--- src/rtl/dom_shared_gf4_inv_out.sv ---
// Masked (DOM) output stage of the shared GF(2^4) inverter: squares D
// share-wise and multiplies it with delayed A/B using DOM-indep products.
//
// Ports:
//   ClkxCI, RstxBI : clock, asynchronous active-low reset
//   ValidxSI       : A/B inputs valid this cycle
//   _AxDI, _BxDI   : hi/lo GF(2^2) halves, share i at [2i+1:2i]
//   _DxDI          : upstream D shares, UPSTREAM_LATENCY cycles after A/B
//   _ZxDI          : fresh randomness, lower half hi mult, upper half lo mult
//   ValidxSO       : _QxDO holds a new result
//   _QxDO          : share i at [4i+3:4i], {D^-1*B, D^-1*A}

module gf2_mul #(
   parameter int N = 2
) (
   input  logic [N-1:0] a_i,
   input  logic [N-1:0] b_i,
   output logic [N-1:0] q_o
);
   // GF(2^2) product in normal basis {W^2, W}
   logic t;
   assign t   = (a_i[1] ^ a_i[0]) & (b_i[1] ^ b_i[0]);
   assign q_o = {t ^ (a_i[1] & b_i[1]), t ^ (a_i[0] & b_i[0])};
endmodule

module dom_shared_gf4_inv_out #(
   parameter int SHARES           = 2,
   parameter int UPSTREAM_LATENCY = 1
) (
   input  logic                         ClkxCI,
   input  logic                         RstxBI,
   input  logic                         ValidxSI,
   input  logic [2*SHARES-1:0]          _AxDI,
   input  logic [2*SHARES-1:0]          _BxDI,
   input  logic [2*SHARES-1:0]          _DxDI,
   input  logic [2*SHARES*(SHARES-1)-1:0] _ZxDI,
   output logic                         ValidxSO,
   output logic [4*SHARES-1:0]          _QxDO
);
   localparam int W  = 2 * SHARES;
   localparam int L  = UPSTREAM_LATENCY;
   localparam int ZH = SHARES * (SHARES - 1);

   logic [W-1:0] a_dl, b_dl;
   logic         v_dl;

   generate
      if (L == 0) begin : g_wire
         assign a_dl = _AxDI;
         assign b_dl = _BxDI;
         assign v_dl = ValidxSI;
      end else begin : g_dly
         logic [L-1:0][W-1:0] a_q, b_q;
         logic [L-1:0]        v_q;

         always_ff @(posedge ClkxCI or negedge RstxBI) begin
            if (!RstxBI) begin
               a_q <= '0;
               b_q <= '0;
               v_q <= '0;
            end else begin
               v_q[0] <= ValidxSI;
               if (ValidxSI) begin
                  a_q[0] <= _AxDI;
                  b_q[0] <= _BxDI;
               end
               for (int k = 1; k < L; k++) begin
                  v_q[k] <= v_q[k-1];
                  if (v_q[k-1]) begin
                     a_q[k] <= a_q[k-1];
                     b_q[k] <= b_q[k-1];
                  end
               end
            end
         end

         assign a_dl = a_q[L-1];
         assign b_dl = b_q[L-1];
         assign v_dl = v_q[L-1];
      end
   endgenerate

   // inverse in GF(2^2) is squaring, a share-local bit swap
   logic [W-1:0] e;
   logic [SHARES-1:0][SHARES-1:0][1:0] hi_d, lo_d, hi_q, lo_q;
   logic vo_q;

   generate
      for (genvar i = 0; i < SHARES; i++) begin : g_sh
         assign e[2*i+1:2*i] = {_DxDI[2*i], _DxDI[2*i+1]};
      end

      for (genvar i = 0; i < SHARES; i++) begin : g_i
         for (genvar j = 0; j < SHARES; j++) begin : g_j
            logic [1:0] mh, ml;

            gf2_mul #(.N(2)) u_mh (
               .a_i (e[2*i+:2]),
               .b_i (b_dl[2*j+:2]),
               .q_o (mh)
            );

            gf2_mul #(.N(2)) u_ml (
               .a_i (e[2*i+:2]),
               .b_i (a_dl[2*j+:2]),
               .q_o (ml)
            );

            if (i == j) begin : g_inner
               assign hi_d[i][j] = mh;
               assign lo_d[i][j] = ml;
            end else begin : g_cross
               // (i,j) and (j,i) share one pair index
               localparam int LO = (i < j) ? i : j;
               localparam int HI = (i < j) ? j : i;
               localparam int P  = LO*SHARES - (LO*(LO+1))/2 + (HI-LO-1);
               assign hi_d[i][j] = mh ^ _ZxDI[2*P+:2];
               assign lo_d[i][j] = ml ^ _ZxDI[ZH+2*P+:2];
            end
         end
      end
   endgenerate

   always_ff @(posedge ClkxCI or negedge RstxBI) begin
      if (!RstxBI) begin
         hi_q <= '0;
         lo_q <= '0;
         vo_q <= 1'b0;
      end else begin
         vo_q <= v_dl;
         if (v_dl) begin
            hi_q <= hi_d;
            lo_q <= lo_d;
         end
      end
   end

   assign ValidxSO = vo_q;

   // share compression only ever sees registered terms
   always_comb begin
      logic [1:0] hs, ls;
      _QxDO = '0;
      hs    = '0;
      ls    = '0;
      for (int i = 0; i < SHARES; i++) begin
         hs = '0;
         ls = '0;
         for (int j = 0; j < SHARES; j++) begin
            hs = hs ^ hi_q[i][j];
            ls = ls ^ lo_q[i][j];
         end
         _QxDO[4*i+:4] = {hs, ls};
      end
   end
endmodule

--- config.mk ---
export PLATFORM = sky130hd
export DESIGN_NAME = dom_shared_gf4_inv_out
export DESIGN_NICKNAME = d
export VERILOG_FILES = /design/src/rtl/dom_shared_gf4_inv_out.sv
export SDC_FILE = /design/constraint.sdc
export NUM_CORES = 1
export LEC_CHECK = 0
export CAP_MARGIN = 15
export CORE_MARGIN = 4
export CORE_UTILIZATION = 45
export DETAILED_ROUTE_END_ITERATION = 6
export GPL_ROUTABILITY_DRIVEN = 0
export PLACE_DENSITY = 0.7
export SLEW_MARGIN = 20
export SYNTH_ARGS = -nofsm -noshare
export SYNTH_HDL_FRONTEND = slang
export SYNTH_SLANG_ARGS = --single-unit
--- constraint.sdc ---
create_clock -name ClkxCI -period 2.65 [get_ports ClkxCI]
set_input_delay 0.6625 -clock ClkxCI [delete_from_list [all_inputs] [get_ports ClkxCI]]
set_output_delay 0.6625 -clock ClkxCI [all_outputs]
set_load 0.005 [all_outputs]
# After elaboration in Yosys (flattened, before gate mapping)

Index checks and enable logic that the tools add are counted.
Widths: inputs -> output; s select.

Bitwise gates (word level): 54

Operators with widths:

| cell        | number |
|---|---|
| $and 1x1->1 | 24 |
| $xor 1x1->1 | 22 |
| $xor 2x2->2 | 8 |

Register bits: 26
Bits of input ports: 19
Output and inout bits: 9
Word-level logic and storage cells: 66

# Logic depth before layout (Yosys ltp)

Gate-level depths: netlist of the first run.

Depth in word-level cells: 4
Mapped depth: 5
Gate-level depth less buffers: 4

# Hierarchy

A second synthesis of the first run with hierarchy kept.

Cells, all modules: 142
Area total of the unflattened synthesis: 1,732.9 um^2

Modules (own cells, without submodules):

| module                 | instances | cells each | area each (um^2) | sequential area each (um^2) |
|---|---|---|---|---|
| dom_shared_gf4_inv_out | 1         | 78         | 1,092.3          | 650.6 |
| gf2_mul                | 8         | 8          | 80.1             | 0.0 |

# Least setup slack after synthesis of the first run

Ideal clock, no wire load.

Path type: input port to flip-flop
From: in _DxDI[3]
To: reg hi_q[5] in the netlist's numbering
Setup time: 0.125 ns
Arrival time: 1.623 ns
Data required time: 2.525 ns
Setup slack: 0.902 ns
Stages: 5
Path buffers: 1
Cells stage by stage: buf_2 -> mux2_4 -> a221oi_2 -> xnor2_1 -> mux2_4

Longest elaborated chain between the ends: 4

Ends and longest elaborated chain:

| element              | RTL line | RTL |
|---|---|---|
| start, declared      | 35       | `input logic [2*SHARES-1:0] _DxDI,` |
| $xor 1x1->1          | 22       | `assign t = (a_i[1] ^ a_i[0]) & (b_i[1] ^ b_i[0]);` |
| $and 1x1->1          | 22       |  |
| $xor 1x1->1          | 23       | `assign q_o = {t ^ (a_i[1] & b_i[1]), t ^ (a_i[0] & b_i[0])};` |
| $xor 2x2->2          | 117      | `assign hi_d[i][j] = mh ^ _ZxDI[2*P+:2];` |
| end signal, assigned | 132      | `hi_q <= hi_d;` |
| end, declared        | 85       | `logic [SHARES-1:0][SHARES-1:0][1:0] hi_d, lo_d, hi_q, lo_q;` |

Every way passes these cells.
A chain may end at the register's enable or synchronous reset.

# Worst setup path in the final report of the first run

From: reg lo_q[7] in the netlist's numbering
To: out _QxDO[5]

Longest elaborated chain between the ends: 1

Ends and longest elaborated chain:

| element                | RTL line | RTL |
|---|---|---|
| start, declared        | 85       |  |
| start signal, assigned | 133      | `lo_q <= lo_d;` |
| $xor 2x2->2            | 151      | `ls = ls ^ lo_q[i][j];` |
| end, declared          | 38       | `output logic [4*SHARES-1:0] _QxDO` |

Every way passes these cells.

==> summary.txt, run 1 <==
Outcome
  • Outcome: completed

Logic synthesis
  • Library cell occupying the most area in the post-synthesis netlist: sky130_fd_sc_hd__dfrtp_1
  • Number of warnings printed during yosys synthesis: 0
  • Mapped cell area: around 1600 um^2
  • Cell types with the largest area share after synthesis: sky130_fd_sc_hd__dfrtp_1, sky130_fd_sc_hd__mux2_2, sky130_fd_sc_hd__xor2_1
  • Number of instances in the synthesized netlist: roughly 150
  • Number of synthesized register bits: 26
  • Number of enable-type register cells in the synthesized netlist: 0
  • Share of flip-flops with an asynchronous set or reset after synthesis: 100%
  • Synthesized Nets: 170
  • Most instantiated flip-flop cell in the synthesis netlist: sky130_fd_sc_hd__dfrtp_1
  • Part of the Yosys area used for sequential elements: between 40% and 50%
  • Mean instance size in the synthesized netlist: about 10 um^2
  • Post-synth cell types: 28
  • Leading post-synthesis cells by instance count: sky130_fd_sc_hd__dfrtp_1, sky130_fd_sc_hd__mux2_2, sky130_fd_sc_hd__nor2_1
  • Share of Yosys cell area claimed by the top area cell type: roughly two fifths
  • Library cell with the highest instance count after synthesis: sky130_fd_sc_hd__dfrtp_1

Power and ir drop
  • Static leakage: 0.000766 uW
  • Worst VDD drop: about 0.00030 V
  • Power per unit of standard cell area: between 500 and 600 nW/um^2

Setup path
  • Cell with the biggest individual delay on the critical path: sky130_fd_sc_hd__clkdlybuf4s50_1
  • Worst path required time: a little under 2 ns
  • Cell breakdown of the critical path: xor2_1 -> clkdlybuf4s50_1
  • Kind of critical path: register to output port
  • Max Fanout on Critical Path: 2
  • Startpoint of the worst setup timing path: lo_q[7]
  • Reg-to-reg critical path startpoint: b_dl[0]
  • Worst Setup End Kind: output port
  • Startpoint type of the worst setup path: register
  • Arr. time, crit path: about 1.4 ns
  • Worst stage delay on the critical path: roughly 0.52 ns

CTS
  • Post-CTS resize count: 0
  • Clock H-tree levels: 1
  • Inserted Clock Buffers: 3
  • Maximum number of buffers from clock root to sink: 2
  • Clock transition at the registers of the reported paths: roughly 0.14 ns
  • CTS tree: yes
  • Later-pin clock latency in the skew report: about 0.32 ns
  • Clk sinks: 26
  • Root Driver: sky130_fd_sc_hd__clkbuf_4
  • Hold Buf Count CTS: 0
  • Setup Buffers After CTS: 0

Drt
  • DRC violation total after the first TritonRoute iteration: 30
  • Router iterations before antenna repair: 4
  • Remaining antenna violation count: 0
  • DRC violations left: 0
  • Average wire per standard cell: between 10 and 15 um
  • Sum of routed wire length over all layers: about 3100 um
  • Number of vias in the routed layout: between 1000 and 1500
  • Detailed-route vias per instance: approximately 5.3

Global route
  • Global-route congestion overflow total: 0
  • Antenna violations before repair: 0
  • Combined global-route utilization of all metal layers: between 15 and 20%
  • Wire length of the first global-routing pass: between 5000 and 6000 um
  • Largest net degree at the start of global routing: 27
  • Number of global-route vias before repair: ~1200

STA
  • Final Skew: a little under 0.007 ns
  • Max transition margin: around 73%
  • Finish-stage setup viols: 0
  • Post-layout min period: between 2 and 2.5 ns
  • RSZ-0062 raised after global routing: no
  • Final Slew Violations: 0
  • Post-route clock period utilization: between 70 and 80%
  • Slew at the pin closest to its max-slew limit: around 0.40 ns
  • Hold Vio Cnt, Final: 0
  • FMAX: 478 MHz
  • Setup total negative slack: 0 ns

Finish
  • Layout overhead on the synthesized area: 22.1%
  • NumNets Final: a little under 200
  • Non-filler instance count after layout: roughly 220
  • Count of antenna diodes in the layout: 0
  • Number of fill cells in the layout: about 320
  • Share of final-layout standard cells stronger than drive strength 1: 15.3%

Floorplan
  • Die Ht: around 67 um
  • Initial core utilization: ~46%
  • Die Outline Area: between 4000 and 5000 um^2
  • Cell Rows: 21
  • Core footprint: approximately 3300 um^2
  • I/O pin count: 28
  • Overall die width: about 67 um

Placed design
  • Total half-perimeter wirelength after legalization and detailed placement: between 2000 and 2500 um
  • Quantity of I/O buffers inserted on ports: 27
  • Number of cells in the design after placement: ~220

Job
  • Max capacitance violation total: 0

Hold path
  • Type of the tightest min-delay check: register to register
  • Beginning of the worst hold path: lo_q[5]
registers in the layout, summed over array words and instances, names as in the netlist:
signal,count
g_dly.v_q,1
hi_q,8
a_dl,4
b_dl,4
lo_q,8
ValidxSO,1
path summary, 6_finish.rpt:
kind,to,slack [ns],cells after the start
min reg2reg,lo_q[5],0.52,2
max reg2reg,hi_q[5],1.05,4
max,_QxDO[5],0.56,2
min,lo_q[5],0.52,2
max in group asynchronous,hi_q[2],1.71,2
min in group asynchronous,hi_q[0],0.69,2
logic make-up after synthesis:
family | Yosys count | share of synthesized area [%]
AO/OA/AOI/OAI | 22 | 10.5
XOR/XNOR | 24 | 13.6
buffers and inverters | 11 | 3.31
flip-flops | 26 | 42.0
multiplexers | 21 | 15.6
AND/OR/NAND/NOR | 47 | 15.1
where the power goes:
part | internal, uW | switching (uW)
sequential | 459 | 62.8
combinational | 229 | 129
clock | 84.0 | 116
total | 771 | 308
critical path, delay by kind of cell, from the launching register on:
family    cells  cell delay [ns]
xor+xnor      1             0.17
buf+inv       1             0.52
flops         1             0.42
routing by layer:
layer / global-route usage (%) / vias up / routed length [um]
met3: 2.87 / 5 / 165
met1: 20.3 / 565 / 1430
li1: - / 572 / -
met5: 0 / - / 0
met2: 27.8 / 39 / 1490
met4: 5.33 / 0 / 38
metrics by stage:
step / cell area (um^2) / hold slack (ns) / setup slack, ns / total power, uW / util (%)
after floorplan: 1550 / 0.367 / 0.902 / 719 / -
final: 1890 / 0.519 / 0.558 / 1080 / 56.7
after global placement: 1860 / 0.504 / 0.367 / 881 / 55.6
after global routing: 1890 / 0.561 / 0.479 / 1150 / 56.7
after CTS: 1890 / 0.529 / 0.534 / 1100 / 56.7
after detailed placement: 1860 / 0.497 / 0.316 / 895 / 55.6
cells in the final DEF, fill, tap and decap left out, types with 4 or more instances in the layout:
| cell | instances |
|---|---|
| sky130_fd_sc_hd__xor2_1 | 13 |
| sky130_fd_sc_hd__a221oi_1 | 4 |
| sky130_fd_sc_hd__o21ai_0 | 6 |
| sky130_fd_sc_hd__xnor2_1 | 11 |
| sky130_fd_sc_hd__nand2_1 | 9 |
| sky130_fd_sc_hd__mux2_2 | 17 |
| sky130_fd_sc_hd__nor2_1 | 17 |
| sky130_fd_sc_hd__dfrtp_1 | 26 |
| sky130_fd_sc_hd__nand2b_1 | 10 |
| sky130_fd_sc_hd__clkdlybuf4s50_1 | 27 |
layout make-up:
cell class,count,area (um^2),area share [%]
Sequential cell,26,651,34.4
Multi-Input combinational cell,114,848,44.8
Inverter,2,7.51,0.397
Clock buffer,4,36.3,1.92
Tap cell,46,57.6,3.04
Timing Repair Buffer,30,293,15.5
No activity file was read; power rests on OpenSTA's default activity.
==> run 2: changes to the inputs <==
- clock period: 2.65 -> 2.1 ns (I/O delays scaled with it)
==> summary.txt, run 2 (same netlist as run 1, synthesis figures left out) <==
Outcome
  • Outcome: completed

Floorplan
  • I/O pin count: 28
  • Initial core utilization: approximately 46%
  • Die Outline Area: 4450 um^2
  • Overall die width: ~67 um
  • Core footprint: 3340 um^2
  • Cell Rows: 21
  • Die Ht: around 67 um

Setup path
  • Startpoint type of the worst setup path: register
  • Worst path required time: between 1.5 and 2 ns
  • Worst Setup End Kind: output port
  • Arr. time, crit path: between 1 and 1.5 ns
  • Kind of critical path: register to output port
  • Max Fanout on Critical Path: 2

Finish
  • Largest registers ranked by flip-flop count: hi_q x8, lo_q x8
  • Most common cell after layout, fill and taps aside: sky130_fd_sc_hd__clkdlybuf4s50_1
  • NumNets Final: roughly 200
  • Final Instance Area: 1920 um^2
  • Layout overhead on the synthesized area: 23.6%
  • Count of antenna diodes in the layout: 0
  • Commonest non-fill, non-tap cells in the layout: sky130_fd_sc_hd__clkdlybuf4s50_1, sky130_fd_sc_hd__dfrtp_1, sky130_fd_sc_hd__nor2_1, sky130_fd_sc_hd__mux2_2, sky130_fd_sc_hd__xor2_1
  • Share of the core filled with cells in the final layout: roughly 57%
  • Share of final-layout standard cells stronger than drive strength 1: 17.2%

Drt
  • DRC violations left: 0
  • Average wire per standard cell: 13.6 um
  • Router iterations before antenna repair: 4
  • DRC violation total after the first TritonRoute iteration: 65
  • Number of vias in the routed layout: roughly 1200
  • Sum of routed wire length over all layers: around 3000 um
  • Detailed-route vias per instance: roughly 5.3
  • Remaining antenna violation count: 0

STA
  • FMAX: just over 500 MHz
  • Post-layout min period: ~1.9 ns
  • Post-route clock period utilization: roughly 92%
  • Hold Vio Cnt, Final: 0
  • Max transition margin: between 70% and 80%
  • RSZ-0062 raised after global routing: no
  • Final Skew: 0.00428 ns
  • Final Slew Violations: 0
  • Post-route setup slack: about 0.16 ns
  • Finish-stage setup viols: 0
  • Slew at the pin closest to its max-slew limit: ~0.4 ns

CTS
  • Post-CTS resize count: 0
  • Maximum number of buffers from clock root to sink: 2
  • Setup Buffers After CTS: 0
  • Root Driver: sky130_fd_sc_hd__clkbuf_4
  • Clock transition at the registers of the reported paths: roughly 0.14 ns
  • CTS tree: yes
  • Clock H-tree levels: 1
  • Inserted Clock Buffers: 3
  • Hold Buf Count CTS: 0
  • Later-pin clock latency in the skew report: roughly 0.32 ns
  • Clk sinks: 26

Global route
  • Largest net degree at the start of global routing: 27
  • Global-route congestion overflow total: 0
  • Number of global-route vias before repair: 1174
  • Wire length of the first global-routing pass: between 5000 and 6000 um
  • Combined global-route utilization of all metal layers: ~16%
  • Antenna violations before repair: 0

Power and ir drop
  • Power per unit of standard cell area: 691 nW/um^2
  • Static leakage: 0.000783 uW
  • Worst VDD drop: around 0.00033 V
  • Post-route total power: between 1000 and 1500 uW

Placed design
  • Total half-perimeter wirelength after legalization and detailed placement: 2380 um
  • Post-placement setup slack: -0.0289 ns
  • Placed standard-cell area: ~1900 um^2
  • Quantity of I/O buffers inserted on ports: 27

Hold path
  • Type of the tightest min-delay check: register to register

Job
  • Max capacitance violation total: 0
run 2: changes by cell type in the layout (fill, tap and decap cells not counted), sizes merged:
cell    change
buf         +5
clkbuf      -1
run 2: per-layer routing:
metal	wire [um]	GRT usage, %	up-vias
li1	-	-	585
met1	1420	20.2	587
met2	1460	25.9	24
met3	152	3.04	5
met4	38	5.33	0
met5	0	0	-
run 2: critical path, cell delays in order, from the launching register on:
cell and delay (ns):
sky130_fd_sc_hd__dfrtp_1 0.41, sky130_fd_sc_hd__xor2_1 0.16, sky130_fd_sc_hd__clkdlybuf4s50_1 0.52
run 2: final timing paths:
check	start	end	slack (ns)	depth (start not counted)
setup / recovery	lo_q[3]	_QxDO[1]	0.16	2
hold / removal	lo_q[5]	lo_q[5]	0.54	2
setup reg to reg	b_dl[0]	hi_q[5]	0.51	4
hold reg to reg	lo_q[5]	lo_q[5]	0.54	2
max in group asynchronous	RstxBI	a_dl[1]	1.30	2
min in group asynchronous	RstxBI	hi_q[5]	0.56	2
run 2: metrics by stage:
step | hold WS, ns | std cells | TNS (ns)
after floorplan | 0.229 | 151 | 0
after global placement | 0.503 | 223 | 0
after detailed placement | 0.513 | 223 | -0.0289
after CTS | 0.544 | 226 | 0
after global routing | 0.564 | 226 | 0
final | 0.536 | 226 | 0
run 2: layout make-up:
type,count,area (um^2)
well taps,46,57.6
fillers,308,1420
flip-flops and latches,26,651
inverters,2,7.51
multi-input cells,114,848
clock buffers,3,22.5
repair buffers,35,330
run 2: power by group:
group	leakage (uW)	internal, uW	switching [uW]	total [uW]
sequential	0.000304	579	82.0	661
combinational	0.000465	295	159	453
clock	0.0000138	67.2	143	210
==> run 3: changes to the inputs <==
- CORE_MARGIN: 4 -> not set
- SKIP_LAST_GASP: not set -> 1
==> summary.txt, run 3 (same netlist as run 1, synthesis figures left out) <==
CTS
  • Root Driver: sky130_fd_sc_hd__clkbuf_4
  • Hold Buf Count CTS: 0
  • Clock H-tree levels: 1
  • CTS tree: yes
  • Maximum number of buffers from clock root to sink: 2
  • Post-CTS resize count: 0
  • Clk sinks: 26
  • Later-pin clock latency in the skew report: 0.33 ns
  • Setup Buffers After CTS: 0
  • Clock transition at the registers of the reported paths: 0.14 ns
  • Inserted Clock Buffers: 3

Finish
  • Share of final-layout standard cells stronger than drive strength 1: ~17%
  • Most common cell after layout, fill and taps aside: sky130_fd_sc_hd__clkdlybuf4s50_1
  • Number of fill cells in the layout: a little under 300
  • Commonest non-fill, non-tap cells in the layout: sky130_fd_sc_hd__clkdlybuf4s50_1, sky130_fd_sc_hd__dfrtp_1, sky130_fd_sc_hd__nor2_1, sky130_fd_sc_hd__mux2_2, sky130_fd_sc_hd__xor2_1
  • Final Instance Area: 1910 um^2
  • Layout overhead on the synthesized area: 23.0%
  • Largest registers ranked by flip-flop count: hi_q x8, lo_q x8
  • Count of antenna diodes in the layout: 0
  • NumNets Final: 200

Power and ir drop
  • Power per unit of standard cell area: slightly below 700 nW/um^2
  • Static leakage: around 0.00078 uW
  • Worst VDD drop: roughly 0.00041 V
  • Post-route total power: around 1300 uW

Floorplan
  • I/O pin count: 28
  • Die Outline Area: ~3700 um^2
  • Initial core utilization: 49.2%
  • Cell Rows: 20
  • Overall die width: roughly 60 um
  • Core footprint: 3150 um^2
  • Die Ht: between 60 and 70 um

Drt
  • Detailed-route vias per instance: approximately 5.4
  • DRC violation total after the first TritonRoute iteration: 80
  • Remaining antenna violation count: 0
  • Router iterations before antenna repair: 4
  • Number of vias in the routed layout: 1210
  • DRC violations left: 0
  • Average wire per standard cell: roughly 14 um
  • Sum of routed wire length over all layers: approximately 3000 um

STA
  • Max transition margin: about three quarters
  • Final Slew Violations: 0
  • FMAX: approximately 510 MHz
  • Post-route clock period utilization: 92.8%
  • RSZ-0062 raised after global routing: no
  • Post-route setup slack: between 0.15 and 0.2 ns
  • Slew at the pin closest to its max-slew limit: roughly 0.4 ns
  • Finish-stage setup viols: 0
  • Final Skew: about 0.01 ns
  • Post-layout min period: approximately 2 ns
  • Hold Vio Cnt, Final: 0
  • Setup total negative slack: 0 ns

Hold path
  • Min-Delay Path Depth: 2
  • Type of the tightest min-delay check: register to register
  • Hold Crit Endpoint: lo_q[5]
  • Beginning of the worst hold path: lo_q[5]

Placed design
  • Quantity of I/O buffers inserted on ports: 27
  • Post-placement setup slack: -0.000437 ns
  • Placed standard-cell area: between 1500 and 2000 um^2
  • Total half-perimeter wirelength after legalization and detailed placement: 2320 um

Setup path
  • Worst path required time: between 1.5 and 2 ns
  • Cell breakdown of the critical path: xor2_1 -> clkdlybuf4s50_1
  • Worst path top cell family by delay: buffers and inverters
  • Capture point of the worst reg-to-reg path: hi_q[5]
  • Reg-to-reg critical path startpoint: b_dl[0]
  • Path depth of the worst reg2reg path: 4
  • R2r setup slk: 0.52 ns
  • Worst stage delay on the critical path: between 0.5 and 0.6 ns
  • Kind of critical path: register to output port
  • Worst Setup End Kind: output port
  • Startpoint type of the worst setup path: register
  • Combined buffer and inverter count along the critical path: 1
  • Max Fanout on Critical Path: 2
  • Arr. time, crit path: about 1.4 ns
  • Cell with the biggest individual delay on the critical path: sky130_fd_sc_hd__clkdlybuf4s50_1

Global route
  • Largest net degree at the start of global routing: 27
  • Number of global-route vias before repair: around 1200
  • Wire length of the first global-routing pass: ~5300 um
  • Global-route congestion overflow total: 0
  • Antenna violations before repair: 0
  • Combined global-route utilization of all metal layers: 19.6%

Job
  • Max capacitance violation total: 0

Outcome
  • Outcome: completed
[run 3: cell count changes in the layout (fill, tap and decap cells not counted), sizes merged]
cell  change
buf       -1
[run 3: through the flow]
stage / hold slack (ns) / util, % / cells
detailed placement: 0.497 / 59.8 / 220
floorplan: 0.229 / - / 151
finish: 0.525 / 60.5 / 223
global placement: 0.491 / 59.8 / 220
global route: 0.556 / 60.5 / 223
CTS: 0.528 / 60.5 / 223
[run 3: layer usage]
layer | wire length, um | share of wire, % | global-route usage [%] | up-vias
li1 | - | - | - | 584
met1 | 1390 | 46 | 25.2 | 582
met2 | 1450 | 48 | 32.3 | 35
met3 | 122 | 4.0 | 1.92 | 9
met4 | 85 | 2.8 | 11.4 | 0
met5 | 0 | 0 | 0 | -
[run 3: layout make-up]
class	count	area (um^2)	share of cell area, %
Inverter	2	7.51	0.394
Sequential cell	26	651	34.1
Timing Repair Buffer	34	323	16.9
Tap cell	44	55.1	2.89
Multi-Input combinational cell	114	848	44.5
Clock buffer	3	22.5	1.18
[run 3: worst max path at each step]
stage / to / cells past startpoint / start / slack (ns)
floorplan: hi_q[5] / 5 / _DxDI[3] / 0.49
global placement: hi_q[5] / 5 / _DxDI[2] / 0.01
detailed placement: lo_q[4] / 6 / _DxDI[3] / -0.0004
CTS: _QxDO[7] / 2 / hi_q[7] / 0.13
global route: _QxDO[7] / 2 / hi_q[7] / 0.04
finish: _QxDO[7] / 2 / hi_q[7] / 0.15
[run 3: worst register-to-register path: cells and delay by family (launching register included)]
family	cells	cell delay, ns
AO/OA/AOI/OAI	1	0.24
XOR/XNOR	1	0.09
flip-flops	1	0.57
multiplexers	2	0.59
[run 3: power by group]
part	switching [uW]	total (uW)	leakage, uW	internal [uW]
Clock	143	211	0.0000138	67.4
Sequential	85.2	664	0.000304	579
Combinational	157	450	0.000461	293
